## config.mk

```make
export PLATFORM = sky130hd
export DESIGN_NAME = rat_io_responder
export DESIGN_NICKNAME = d
export VERILOG_FILES = /design/src/rtl/rat_io_pkg.sv /design/src/rtl/rat_io_timer.sv /design/src/rtl/rat_io_responder.sv
export SDC_FILE = /design/constraint.sdc
export NUM_CORES = 1
export LEC_CHECK = 0
export CORE_AREA = 2 2 95 97
export DETAILED_ROUTE_END_ITERATION = 10
export DIE_AREA = 0 0 97 99
export HOLD_SLACK_MARGIN = 0.12
export PLACE_DENSITY = 0.74
export SETUP_SLACK_MARGIN = 0.3
export SYNTH_ARGS = -nofsm -noshare
export SYNTH_HDL_FRONTEND = slang
export SYNTH_SLANG_ARGS = --single-unit
```

## constraint.sdc

```tcl
create_clock -name clk -period 3.3 [get_ports clk]
set_input_delay 0.825 -clock clk [delete_from_list [all_inputs] [get_ports clk]]
set_output_delay 0.825 -clock clk [all_outputs]
set_load 0.01 [all_outputs]
```

## src/rtl/rat_io_pkg.sv

```systemverilog
// Shared constants for the RAT MCU port-bus responder: port addresses and IRQ bit layout.
package rat_io_pkg;

  localparam logic [7:0] PID_SW   = 8'h20;
  localparam logic [7:0] PID_BTN  = 8'h24;
  localparam logic [7:0] PID_PEND = 8'h30;
  localparam logic [7:0] PID_MASK = 8'h31;
  localparam logic [7:0] PID_ACK  = 8'h32;
  localparam logic [7:0] PID_TMR  = 8'h33;
  localparam logic [7:0] PID_LEDS = 8'h40;
  localparam logic [7:0] PID_SSEG = 8'h81;

  localparam int unsigned NUM_IRQ  = 5;
  localparam int unsigned IRQ_BTN0 = 0;
  localparam int unsigned IRQ_BTN1 = 1;
  localparam int unsigned IRQ_BTN2 = 2;
  localparam int unsigned IRQ_BTN3 = 3;
  localparam int unsigned IRQ_TMR  = 4;

endpackage

```

## src/rtl/rat_io_timer.sv

```systemverilog
// Interval timer: prescaler feeding an 8-bit reload down-counter; reload of 0 stops it.
module rat_io_timer #(
  parameter logic [15:0] PRESCALE = 16'd50000
) (
  input  logic       clk,
  input  logic       RESET,
  input  logic [7:0] reload,
  input  logic       reload_wr,
  output logic       tick_out
);

  logic [15:0] presc_q, presc_d;
  logic [7:0]  cnt_q, cnt_d;
  logic        wrap;

  always_comb begin
    presc_d  = presc_q;
    cnt_d    = cnt_q;
    wrap     = (cnt_q != 8'd0) && (presc_q == PRESCALE - 16'd1);
    // A reload write restarts the period, so it also swallows a coincident tick.
    tick_out = wrap && (cnt_q == 8'd1) && !reload_wr;
    if (reload_wr) begin
      presc_d = 16'd0;
      cnt_d   = reload;
    end else if (cnt_q != 8'd0) begin
      if (wrap) begin
        presc_d = 16'd0;
        cnt_d   = (cnt_q == 8'd1) ? reload : cnt_q - 8'd1;
      end else begin
        presc_d = presc_q + 16'd1;
      end
    end
  end

  always_ff @(posedge clk or posedge RESET) begin
    if (RESET) begin
      presc_q <= 16'd0;
      cnt_q   <= 8'd0;
    end else begin
      presc_q <= presc_d;
      cnt_q   <= cnt_d;
    end
  end

endmodule

```

## src/rtl/rat_io_responder.sv

```systemverilog
// Peripheral side of the RAT MCU port bus: write decode, read mux, input sync and IRQ control.
// Define RAT_IO_DEBOUNCE_EN to add per-button debounce counters (DEB_CYCLES stable cycles).
module rat_io_responder
  import rat_io_pkg::*;
#(
  parameter logic [15:0] PRESCALE = 16'd50000
`ifdef RAT_IO_DEBOUNCE_EN
  , parameter logic [15:0] DEB_CYCLES = 16'd1000
`endif
) (
  input  logic       clk,
  input  logic       RESET,
  input  logic [7:0] PORT_ID,
  input  logic [7:0] OUT_PORT,
  input  logic       IO_STRB,
  output logic [7:0] IN_PORT,
  output logic       INTV,
  input  logic [7:0] SWITCHES,
  input  logic [3:0] BUTTONS,
  output logic [7:0] LEDS,
  output logic [7:0] SSEG
);

  logic [7:0]         sw_meta, sw_sync;
  logic [3:0]         btn_meta, btn_sync, btn_prev, btn_val, btn_rise;
  logic [2:0]         init_q;
  logic               armed;
  logic [7:0]         leds_q, leds_d, sseg_q, sseg_d, tmr_q, tmr_d;
  logic [NUM_IRQ-1:0] mask_q, mask_d, pend_q, pend_d, ack, set;
  logic               intv_q, intv_d, tmr_wr, tick;

  // Edge detection stays off for a few cycles after reset so that buttons held through
  // reset settle into btn_prev instead of firing.
  assign armed = (init_q == 3'd7);

`ifdef RAT_IO_DEBOUNCE_EN
  logic [3:0]  deb_q, deb_d;
  logic [15:0] deb_cnt_q [4];
  logic [15:0] deb_cnt_d [4];

  always_comb begin
    deb_d = deb_q;
    for (int i = 0; i < 4; i++) begin
      deb_cnt_d[i] = 16'd0;
      if (!armed) begin
        deb_d[i] = btn_sync[i];
      end else if (btn_sync[i] != deb_q[i]) begin
        if (deb_cnt_q[i] + 16'd1 >= DEB_CYCLES) deb_d[i] = btn_sync[i];
        else deb_cnt_d[i] = deb_cnt_q[i] + 16'd1;
      end
    end
  end

  always_ff @(posedge clk or posedge RESET) begin
    if (RESET) begin
      deb_q <= 4'd0;
      for (int i = 0; i < 4; i++) deb_cnt_q[i] <= 16'd0;
    end else begin
      deb_q <= deb_d;
      for (int i = 0; i < 4; i++) deb_cnt_q[i] <= deb_cnt_d[i];
    end
  end

  assign btn_val = deb_q;
`else
  assign btn_val = btn_sync;
`endif

  assign btn_rise = armed ? (btn_val & ~btn_prev) : 4'd0;
  assign tmr_wr   = IO_STRB && (PORT_ID == PID_TMR);

  always_comb begin
    leds_d = leds_q;
    sseg_d = sseg_q;
    tmr_d  = tmr_q;
    mask_d = mask_q;
    ack    = '0;
    if (IO_STRB) begin
      unique case (PORT_ID)
        PID_LEDS: leds_d = OUT_PORT;
        PID_SSEG: sseg_d = OUT_PORT;
        PID_TMR:  tmr_d  = OUT_PORT;
        PID_MASK: mask_d = OUT_PORT[NUM_IRQ-1:0];
        PID_ACK:  ack    = OUT_PORT[NUM_IRQ-1:0];
        default:  ;
      endcase
    end
    set                = '0;
    set[IRQ_BTN0 +: 4] = btn_rise;
    set[IRQ_TMR]       = tick;
    // Set beats ack so an event arriving during the ISR's ack is never dropped.
    pend_d = (pend_q & ~ack) | set;
    intv_d = |(pend_d & mask_d);
  end

  always_comb begin
    IN_PORT = 8'h00;
    unique case (PORT_ID)
      PID_SW:   IN_PORT = sw_sync;
      PID_BTN:  IN_PORT = {4'd0, btn_val};
      PID_PEND: IN_PORT = {3'd0, pend_q};
      PID_MASK: IN_PORT = {3'd0, mask_q};
      PID_TMR:  IN_PORT = tmr_q;
      PID_LEDS: IN_PORT = leds_q;
      PID_SSEG: IN_PORT = sseg_q;
      default:  IN_PORT = 8'h00;
    endcase
  end

  always_ff @(posedge clk or posedge RESET) begin
    if (RESET) begin
      sw_meta  <= 8'd0;
      sw_sync  <= 8'd0;
      btn_meta <= 4'd0;
      btn_sync <= 4'd0;
      btn_prev <= 4'd0;
      init_q   <= 3'd0;
      leds_q   <= 8'd0;
      sseg_q   <= 8'd0;
      tmr_q    <= 8'd0;
      mask_q   <= '0;
      pend_q   <= '0;
      intv_q   <= 1'b0;
    end else begin
      sw_meta  <= SWITCHES;
      sw_sync  <= sw_meta;
      btn_meta <= BUTTONS;
      btn_sync <= btn_meta;
      btn_prev <= btn_val;
      init_q   <= armed ? init_q : init_q + 3'd1;
      leds_q   <= leds_d;
      sseg_q   <= sseg_d;
      tmr_q    <= tmr_d;
      mask_q   <= mask_d;
      pend_q   <= pend_d;
      intv_q   <= intv_d;
    end
  end

  rat_io_timer #(
    .PRESCALE(PRESCALE)
  ) u_timer (
    .clk      (clk),
    .RESET    (RESET),
    .reload   (tmr_d),
    .reload_wr(tmr_wr),
    .tick_out (tick)
  );

  assign LEDS = leds_q;
  assign SSEG = sseg_q;
  assign INTV = intv_q;

endmodule

```

Yosys cells after proc, flatten, opt, wreduce, memory -nomap -nowiden
Index checks and enable logic that the tools add are counted.
Word-level totals
  register bits after elaboration: 90
  bits in latches: 0
  bits in writable memories: 0
  ROM bits: 0
  bits of input ports: 31
  output and inout bits: 25
  logic and storage cells: 61
  memories: 0
Operators by class
  add/subtract/negate cells: 3
  $mul: 0
  div/mod/pow operators: 0
  magnitude comparators: 0
  eq/ne operators: 11
  shifts and indexed selects: 0
  mux-type cells: 15
  bitwise logic cells: 6
  reduce and logical (&&, ||, !) cells: 12
Operators with widths (count)
  one-hot mux 8 bit (7 select lines): 1
  == test 8 x 6 -> 1 bit, second input constant: 6
  two-way mux 16 bit: 3
  two-way mux 8 bit: 6
  two-way mux 5 bit: 4
  adder 16 x 1 -> 16 bit, second input constant: 1
  == test 16 bit, second input constant: 1
  AND 5 bit: 2
  == test 8 x 1 -> 1 bit, second input constant: 1
  == test 8 x 7 -> 1 bit, second input constant: 1
  == test 8 bit, second input constant: 1
  nonzero test 8 bit: 1
  subtractor 8 x 1 -> 8 bit, second input constant: 1
  AND reduction 2 bit: 3
  NOT 5 bit: 1
  OR 5 bit: 1
  OR reduction 5 bit: 1
  AND 4 bit: 1
  logical AND 1 bit: 4
  two-way mux 4 bit: 1
  NOT 4 bit: 1
  nonzero test 2 bit: 2
  adder 3 x 1 -> 3 bit, second input constant: 1
  == test 3 bit, second input constant: 1
  zero test 1 bit: 1

Depth between registers and ports, before layout
Gate-level depths: netlist (run 1).
  depth in word-level cells: 8
  depth in mapped cells: 10
  depth with buffers taken out: 7

Cells and area by module
From an unflattened synthesis (run 1), not the netlist that was laid out.
Second synthesis, totals
  cell total of the unflattened synthesis: 351
  area, all modules: 4086.4 um^2
By module, submodules not included
  rat_io_responder: times used 1, cells an instance 180, area each 2576.2 um^2
  rat_io_timer: times used 1, cells an instance 171, area each 1510.2 um^2

Worst setup path after synthesis (run 1)
Ideal clock, no wire load.
  path type: input port to output port
  from: input port PORT_ID[1]
  to: output port IN_PORT[0]
  data arrival time: 1965 ps
  data required time: 2475 ps
  setup slack: 510 ps
  cell stages on the path: 5
  path buffers: 0
  cell sequence: nor3_1 nand2b_1 nor4_2 a22oi_1 nand3_1
On the way
  longest elaborated chain between the ends: 2
RTL lines
  start, declared: line rat_io_responder.sv:13  | input logic [7:0] PORT_ID,
  == test 8 bit (tied with other cells): line rat_io_responder.sv:98  | unique case (PORT_ID)
  one-hot mux 8 bit (7 select lines) (*): line rat_io_responder.sv:98
  end, declared: line rat_io_responder.sv:16  | output logic [7:0] IN_PORT,
Mark *: on every way between the ends. The rest lies on a longest branch, timed or not.

Worst setup path after layout (run 1)
  from: input port PORT_ID[4]
  to: output port IN_PORT[2]
The elaborated chain is that of the path after synthesis.

==> flow_metrics.env, run 1 <==
export IMPL_antennaDiodeCount=0
export IMPL_fin_ws_ns=0.3287
export IMPL_vias=3283
export IMPL_synth_xor_area_share_pct=2.574
export IMPL_min_period_ns=2.971
export IMPL_post_route_drc_count=0
export IMPL_timing_final_crit_share_pct=90.04
export IMPL_grt_max_degree=28
export IMPL_antenna_found_initial=0
export IMPL_clockBufferDepth=2
export IMPL_crit_path_end_kind="output port"
export IMPL_die_h_um=99
export IMPL_postLayoutCellArea_um2=5246
export IMPL_ys_types=62
export IMPL_dpl_cell_area_um2=4845
export IMPL_globalplace_congestion=0.8875
export IMPL_drv_slew=0
export IMPL_cp_cell_sequence="buf_8, nor3_4, nand2b_4, nor4_4, buf_4, buf_6, buf_6, a22oi_2, nand3_1, buf_2"
export IMPL_n_fill_cell=685
export IMPL_synth_area_leader_cell="dfrtp_1"
export IMPL_rsz0062_at_grt="true"
export IMPL_tritoncts="built"
export IMPL_drive_above_1_share_pct=24.84
export IMPL_finish_utilization_pct=61.36
export IMPL_ys_flop_type="dfrtp_1"
export IMPL_place_ws_ns=-0.3841
export IMPL_dieArea_um2=9603
export IMPL_cp_required_ns=2.47
export IMPL_io_pins=56
export IMPL_max_vdd_ir_drop_mv=0.2456
export IMPL_overflow=0
export IMPL_routed_wl_um=10020
export IMPL_ys_seq_area_share_pct=55.16
export IMPL_wl_per_cell_um=17.54
export IMPL_finalSetupViolCount=0
export IMPL_nNetsFinal=494
export IMPL_muxShareOfSynthArea_pct=8.091
export IMPL_maxCapViolations=0
export IMPL_h_tree_depth=3
export IMPL_worst_slew_pin_slew_ns=0.5866
export IMPL_cts_buffers=9
export IMPL_yosysTopAreaCellShare_pct=55.16
export IMPL_fmax_mhz=336.6
export IMPL_ant_nets=0
export IMPL_syn_nets=404
export IMPL_num_rows=34
export IMPL_core_um2=8551
export IMPL_fin_skew_ns=0.01056
export IMPL_hp_class="register to register"
export IMPL_die_x_um=97
export IMPL_globalRouteTotalUtil_pct=21.66
export IMPL_worstSetupPathType="primary input to output port"
export IMPL_path_clk_slew_ns=0.09
export IMPL_crit_top_cell="buf_6"
export IMPL_via_per_inst=5.750
export IMPL_finalHoldViolCount=0
export IMPL_cts_sinks=90
export IMPL_p_leak_uw=0.002368
export IMPL_critical_path_arrival_ns=2.15
export IMPL_worstPathMaxFanout=4
export IMPL_drt_iter0_drc=198
export IMPL_synth_top_family_by_area="simple AND/OR/NAND/NOR gates"
export IMPL_grt_pass1_wl_um=16660
export IMPL_critPathMaxStageDelay_ns=0.25
export IMPL_cp_start_kind="primary input"
export IMPL_synthSimpleGateAreaFrac_pct=18.88
export IMPL_first_pass_iters=5
export IMPL_ys_ff_latch=90
export IMPL_synth_edf_count=0
export IMPL_p_per_area_nw_per_um2=444.3
export IMPL_power_uw=2331
export IMPL_syn_area_um2=4083
export IMPL_slowest_stage="nor4_4"
export IMPL_final_cell_mix="90 x dfrtp_1, 49 x nand2_1, 39 x clkdlybuf4s50_1"
export IMPL_syn_area_per_cell_um2=11.09
export IMPL_initial_core_util_pct=47.75
export IMPL_synthAdderAreaFrac_pct=1.532
export IMPL_hpwlAfterDp_um=6878
export IMPL_synth_warnings=0
export IMPL_yosys_top_cells_area="dfrtp_1 55%, mux2_2 6.6%, nand2_1 4.6%"
export IMPL_io_buffers=55
export IMPL_area_delta_synth_final_pct=28.50
export IMPL_synth_compound_area_share_pct=11.49
export IMPL_outcome="finished clean"
export IMPL_grt_pass1_vias=3397
export IMPL_cts_hold_buf=0
export IMPL_mostFrequentLayoutCell="dfrtp_1"
export IMPL_clk_latency_ns=0.36
export IMPL_async_flop_share_pct=100.0
export IMPL_slew_headroom_pct=60.81
export IMPL_clockRootBuffer="clkbuf_8"
export IMPL_synthCells=368
==> worst max-delay path: cells and delay by family <==
kind | cells | cell delay, ns
simple gates | 4 | 0.65
buf+inv | 5 | 0.62
compound gates | 1 | 0.04
==> worst paths after layout <==
path | start | end | slack, ns | cells past startpoint
worst max-delay path | PORT_ID[4] | IN_PORT[2] | 0.33 | 10
worst min-delay path | btn_meta[0] | btn_sync[0] | 0.36 | 0
worst max register to register | u_timer.cnt_q[0] | u_timer.presc_q[13] | 0.67 | 7
worst min register to register | btn_meta[0] | btn_sync[0] | 0.36 | 0
max in group asynchronous | RESET | u_timer.cnt_q[0] | 1.70 | 3
min in group asynchronous | RESET | btn_prev[0] | 0.87 | 2
==> metrics by stage <==
stage          std cells  hold slack, ns  setup TNS, ns
2_1_floorplan        368          0.3312              0
3_3_place_gp         536          0.3317         -2.747
3_5_place_dp         536          0.3347         -2.830
4_1_cts              565          0.3557              0
5_1_grt              571          0.3644              0
6_report             571          0.3556              0
==> synthesized netlist by cell type (3+ instances only) <==
cell	number
nor3_1	15
inv_1	10
nand2b_1	3
o21ai_0	13
dfrtp_1	90
ha_1	5
nand4_1	4
mux2i_1	6
a22oi_1	9
nor2_1	22
or2_2	4
a21o_1	3
clkbuf_1	9
or3_1	5
nand2_1	50
nand3_1	10
or4_1	3
a31oi_1	5
a21boi_0	3
nand4bb_1	3
xnor2_1	11
mux2_2	24
a222oi_1	3
a21oi_1	10
nor4b_1	4
==> cells by family after synthesis <==
group,count (synthesis)
buffers and inverters,22
muxes,30
xor gates and xnor gates,12
adders and majority gates,5
and+or+nand+nor,143
AOI/OAI and AO/OA,66
DFF,90
==> where the power goes <==
group          total, uW  leakage [uW]  internal [uW]  switching, uW
sequential          1260       0.00111           1180           77.3
clock                779     0.0000995            377            401
combinational        290       0.00116            149            141
total               2330       0.00237           1710            620
==> final cells by class <==
type / instances / area (um2) / share of cell area, %
flip-flops and latches: 90 / 2252 / 42.93
clock buffers: 10 / 137.6 / 2.623
repair buffers: 91 / 792.0 / 15.10
multi-input cells: 256 / 1817 / 34.63
well taps: 108 / 135.1 / 2.576
clock inverters: 6 / 71.32 / 1.359
inverters: 10 / 41.29 / 0.7870
==> metal layers <==
layer  vias to the layer above  share of wire (%)  routed length [um]  GRT usage [%]
met4                         0                3.0                 303          9.859
met5                         -                  0                   0              0
met1                      1653                 42                4167          27.09
met3                        23                4.3                 435          2.766
li1                       1508                  -                   -              -
met2                        99                 51                5109          37.77
==> registers in the layout, indices dropped and copies added (netlist names) <==
signal and cells:
u_timer.presc_q 16, u_timer.cnt_q 8, btn_sync 4, LEDS 8, tmr_q 8, pend_q 5
SSEG 8, btn_prev 4, mask_q 5, INTV 1, btn_meta 4, sw_meta 8
init_q 3, sw_sync 8
==> timing repair <==
| action | in CTS | in global routing |
|---|---|---|
| resized for setup | 71 | 12 |
| buffers inserted | 12 | 6 |
| pin swaps | 7 | 5 |
| endpoints found under the setup margin | 8 | 8 |
| gates cloned | 1 | 0 |
Note: power is estimated with default switching activity, not from simulation.
==> inputs of run 2 (changes only) <==
- SETUP_SLACK_MARGIN: 0.3 -> 0.02
==> flow_metrics.env, run 2 (synthesized netlist as in run 1, its figures left out) <==
export IMPL_outcome="finished clean"
export IMPL_overflow=0
export IMPL_dieArea_um2=9603
export IMPL_io_pins=56
export IMPL_drive_above_1_share_pct=20.09
export IMPL_via_per_inst=5.715
export IMPL_crit_path_end_kind="output port"
export IMPL_mostFrequentLayoutCell="dfrtp_1"
export IMPL_antennaDiodeCount=0
export IMPL_hold_slack_ns=0.3547
export IMPL_cts_hold_buf=0
export IMPL_timing_final_crit_share_pct=95.38
export IMPL_clk_latency_ns=0.36
export IMPL_finish_utilization_pct=60.14
export IMPL_slew_headroom_pct=66.49
export IMPL_n_fill_cell=677
export IMPL_worstSetupPathType="primary input to output port"
export IMPL_rsz0062_at_grt="false"
export IMPL_antenna_found_initial=0
export IMPL_io_buffers=55
export IMPL_fmax_mhz=317.7
export IMPL_clockBufferDepth=2
export IMPL_num_rows=34
export IMPL_clockRootBuffer="clkbuf_8"
export IMPL_vias=3206
export IMPL_cp_required_ns=2.47
export IMPL_routed_wl_um=9908
export IMPL_worstPathMaxFanout=5
export IMPL_area_delta_synth_final_pct=25.96
export IMPL_core_um2=8551
export IMPL_p_leak_uw=0.002323
export IMPL_drv_slew=0
export IMPL_nNetsFinal=485
export IMPL_ant_nets=0
export IMPL_h_tree_depth=3
export IMPL_finalSetupViolCount=0
export IMPL_path_clk_slew_ns=0.09
export IMPL_hp_class="register to register"
export IMPL_grt_pass1_vias=3328
export IMPL_cts_sinks=90
export IMPL_fin_skew_ns=0.008962
export IMPL_worst_slew_pin_slew_ns=0.5027
export IMPL_grt_max_degree=46
export IMPL_r2r_cells=7
export IMPL_hold_depth=0
export IMPL_final_cell_mix="90 x dfrtp_1, 49 x nand2_1, 39 x clkdlybuf4s50_1"
export IMPL_cts_buffers=9
export IMPL_maxCapViolations=0
export IMPL_globalplace_congestion=0.9248
export IMPL_globalRouteTotalUtil_pct=21.70
export IMPL_largest_reg_flops=16
export IMPL_tritoncts="built"
export IMPL_wl_per_cell_um=17.66
export IMPL_p_per_area_nw_per_um2=444.8
export IMPL_grt_pass1_wl_um=16490
export IMPL_die_x_um=97
export IMPL_drt_iter0_drc=156
export IMPL_critical_path_arrival_ns=2.32
export IMPL_hpwlAfterDp_um=7010
export IMPL_initial_core_util_pct=47.75
export IMPL_finalHoldViolCount=0
export IMPL_regMostFlops="u_timer.presc_q"
export IMPL_max_vdd_ir_drop_mv=0.3623
export IMPL_first_pass_iters=4
export IMPL_post_route_drc_count=0
export IMPL_cp_start_kind="primary input"
export IMPL_die_h_um=99
export IMPL_min_period_ns=3.148
[run 2: changes by cell type in the layout (fill, tap and decap cells not counted), moves of 2 or more]
cell | before | now
a22oi_2 | 2 | 0
clkinv_2 | 0 | 2
dlygate4sd2_1 | 0 | 7
a22oi_1 | 7 | 9
buf_2 | 9 | 1
clkbuf_2 | 2 | 4
buf_4 | 31 | 24
buf_6 | 6 | 1
[run 2: layout make-up]
| cell class | count | area, um2 | share of cell area [%] |
|---|---|---|---|
| Clock inverter | 6 | 67.56 | 1.314 |
| Timing Repair Buffer | 82 | 742.0 | 14.43 |
| Multi-Input combinational cell | 256 | 1783 | 34.67 |
| Inverter | 10 | 38.79 | 0.7543 |
| Sequential cell | 90 | 2252 | 43.80 |
| Tap cell | 108 | 135.1 | 2.628 |
| Clock buffer | 9 | 123.9 | 2.409 |
[run 2: critical path: stages]
cell and delay (ns):
dlygate4sd2_1 0.29, buf_4 0.18, nor4_4 0.32, buf_2 0.17, buf_4 0.10, buf_4 0.11
nand2_1 0.05, nand2_1 0.06, clkdlybuf4s15_2 0.22
[run 2: path summary, 6_finish.rpt]
kind / startpoint / end / slack [ns]
worst max-delay path: PORT_ID[0] / IN_PORT[7] / 0.15
min in group asynchronous: RESET / init_q[2] / 0.75
worst max register to register: u_timer.cnt_q[0] / u_timer.presc_q[13] / 0.69
worst min-delay path: sw_meta[2] / sw_sync[2] / 0.35
max in group asynchronous: RESET / SSEG[4] / 1.91
worst min register to register: sw_meta[2] / sw_sync[2] / 0.35
[run 2: where the power goes]
part           internal, uW  leakage, uW  switching (uW)  total (uW)
Combinational           144      0.00112             142         285
Clock                   348    0.0000917             392         740
Sequential             1180      0.00111            77.1        1260
Total                  1680      0.00232             611        2290
[run 2: routing by layer]
metal / wire [um] / global-route usage (%)
met1: 3883 / 27.22
met2: 5219 / 37.02
met3: 613 / 3.759
met4: 191 / 9.859
met5: 0 / 0
[run 2: per-stage QoR]
step	worst slack [ns]	power, uW	TNS, ns	std cells	cell area, um2
after floorplan	0.1397	1425	0	368	4083
after global placement	-0.3477	1550	-2.529	537	4862
after detailed placement	-0.4161	1566	-2.767	537	4862
after CTS	0.006207	2299	0	560	5144
after global routing	0.07895	2391	0	561	5142
final	0.1524	2287	0	561	5142
[run 2: what timing repair did]
item                                    CTS  global route
pin swaps                                 3             3
gates cloned                              1             0
endpoints found under the setup margin    8             8
gates resized for setup                  31             9
buffers inserted                          7             1
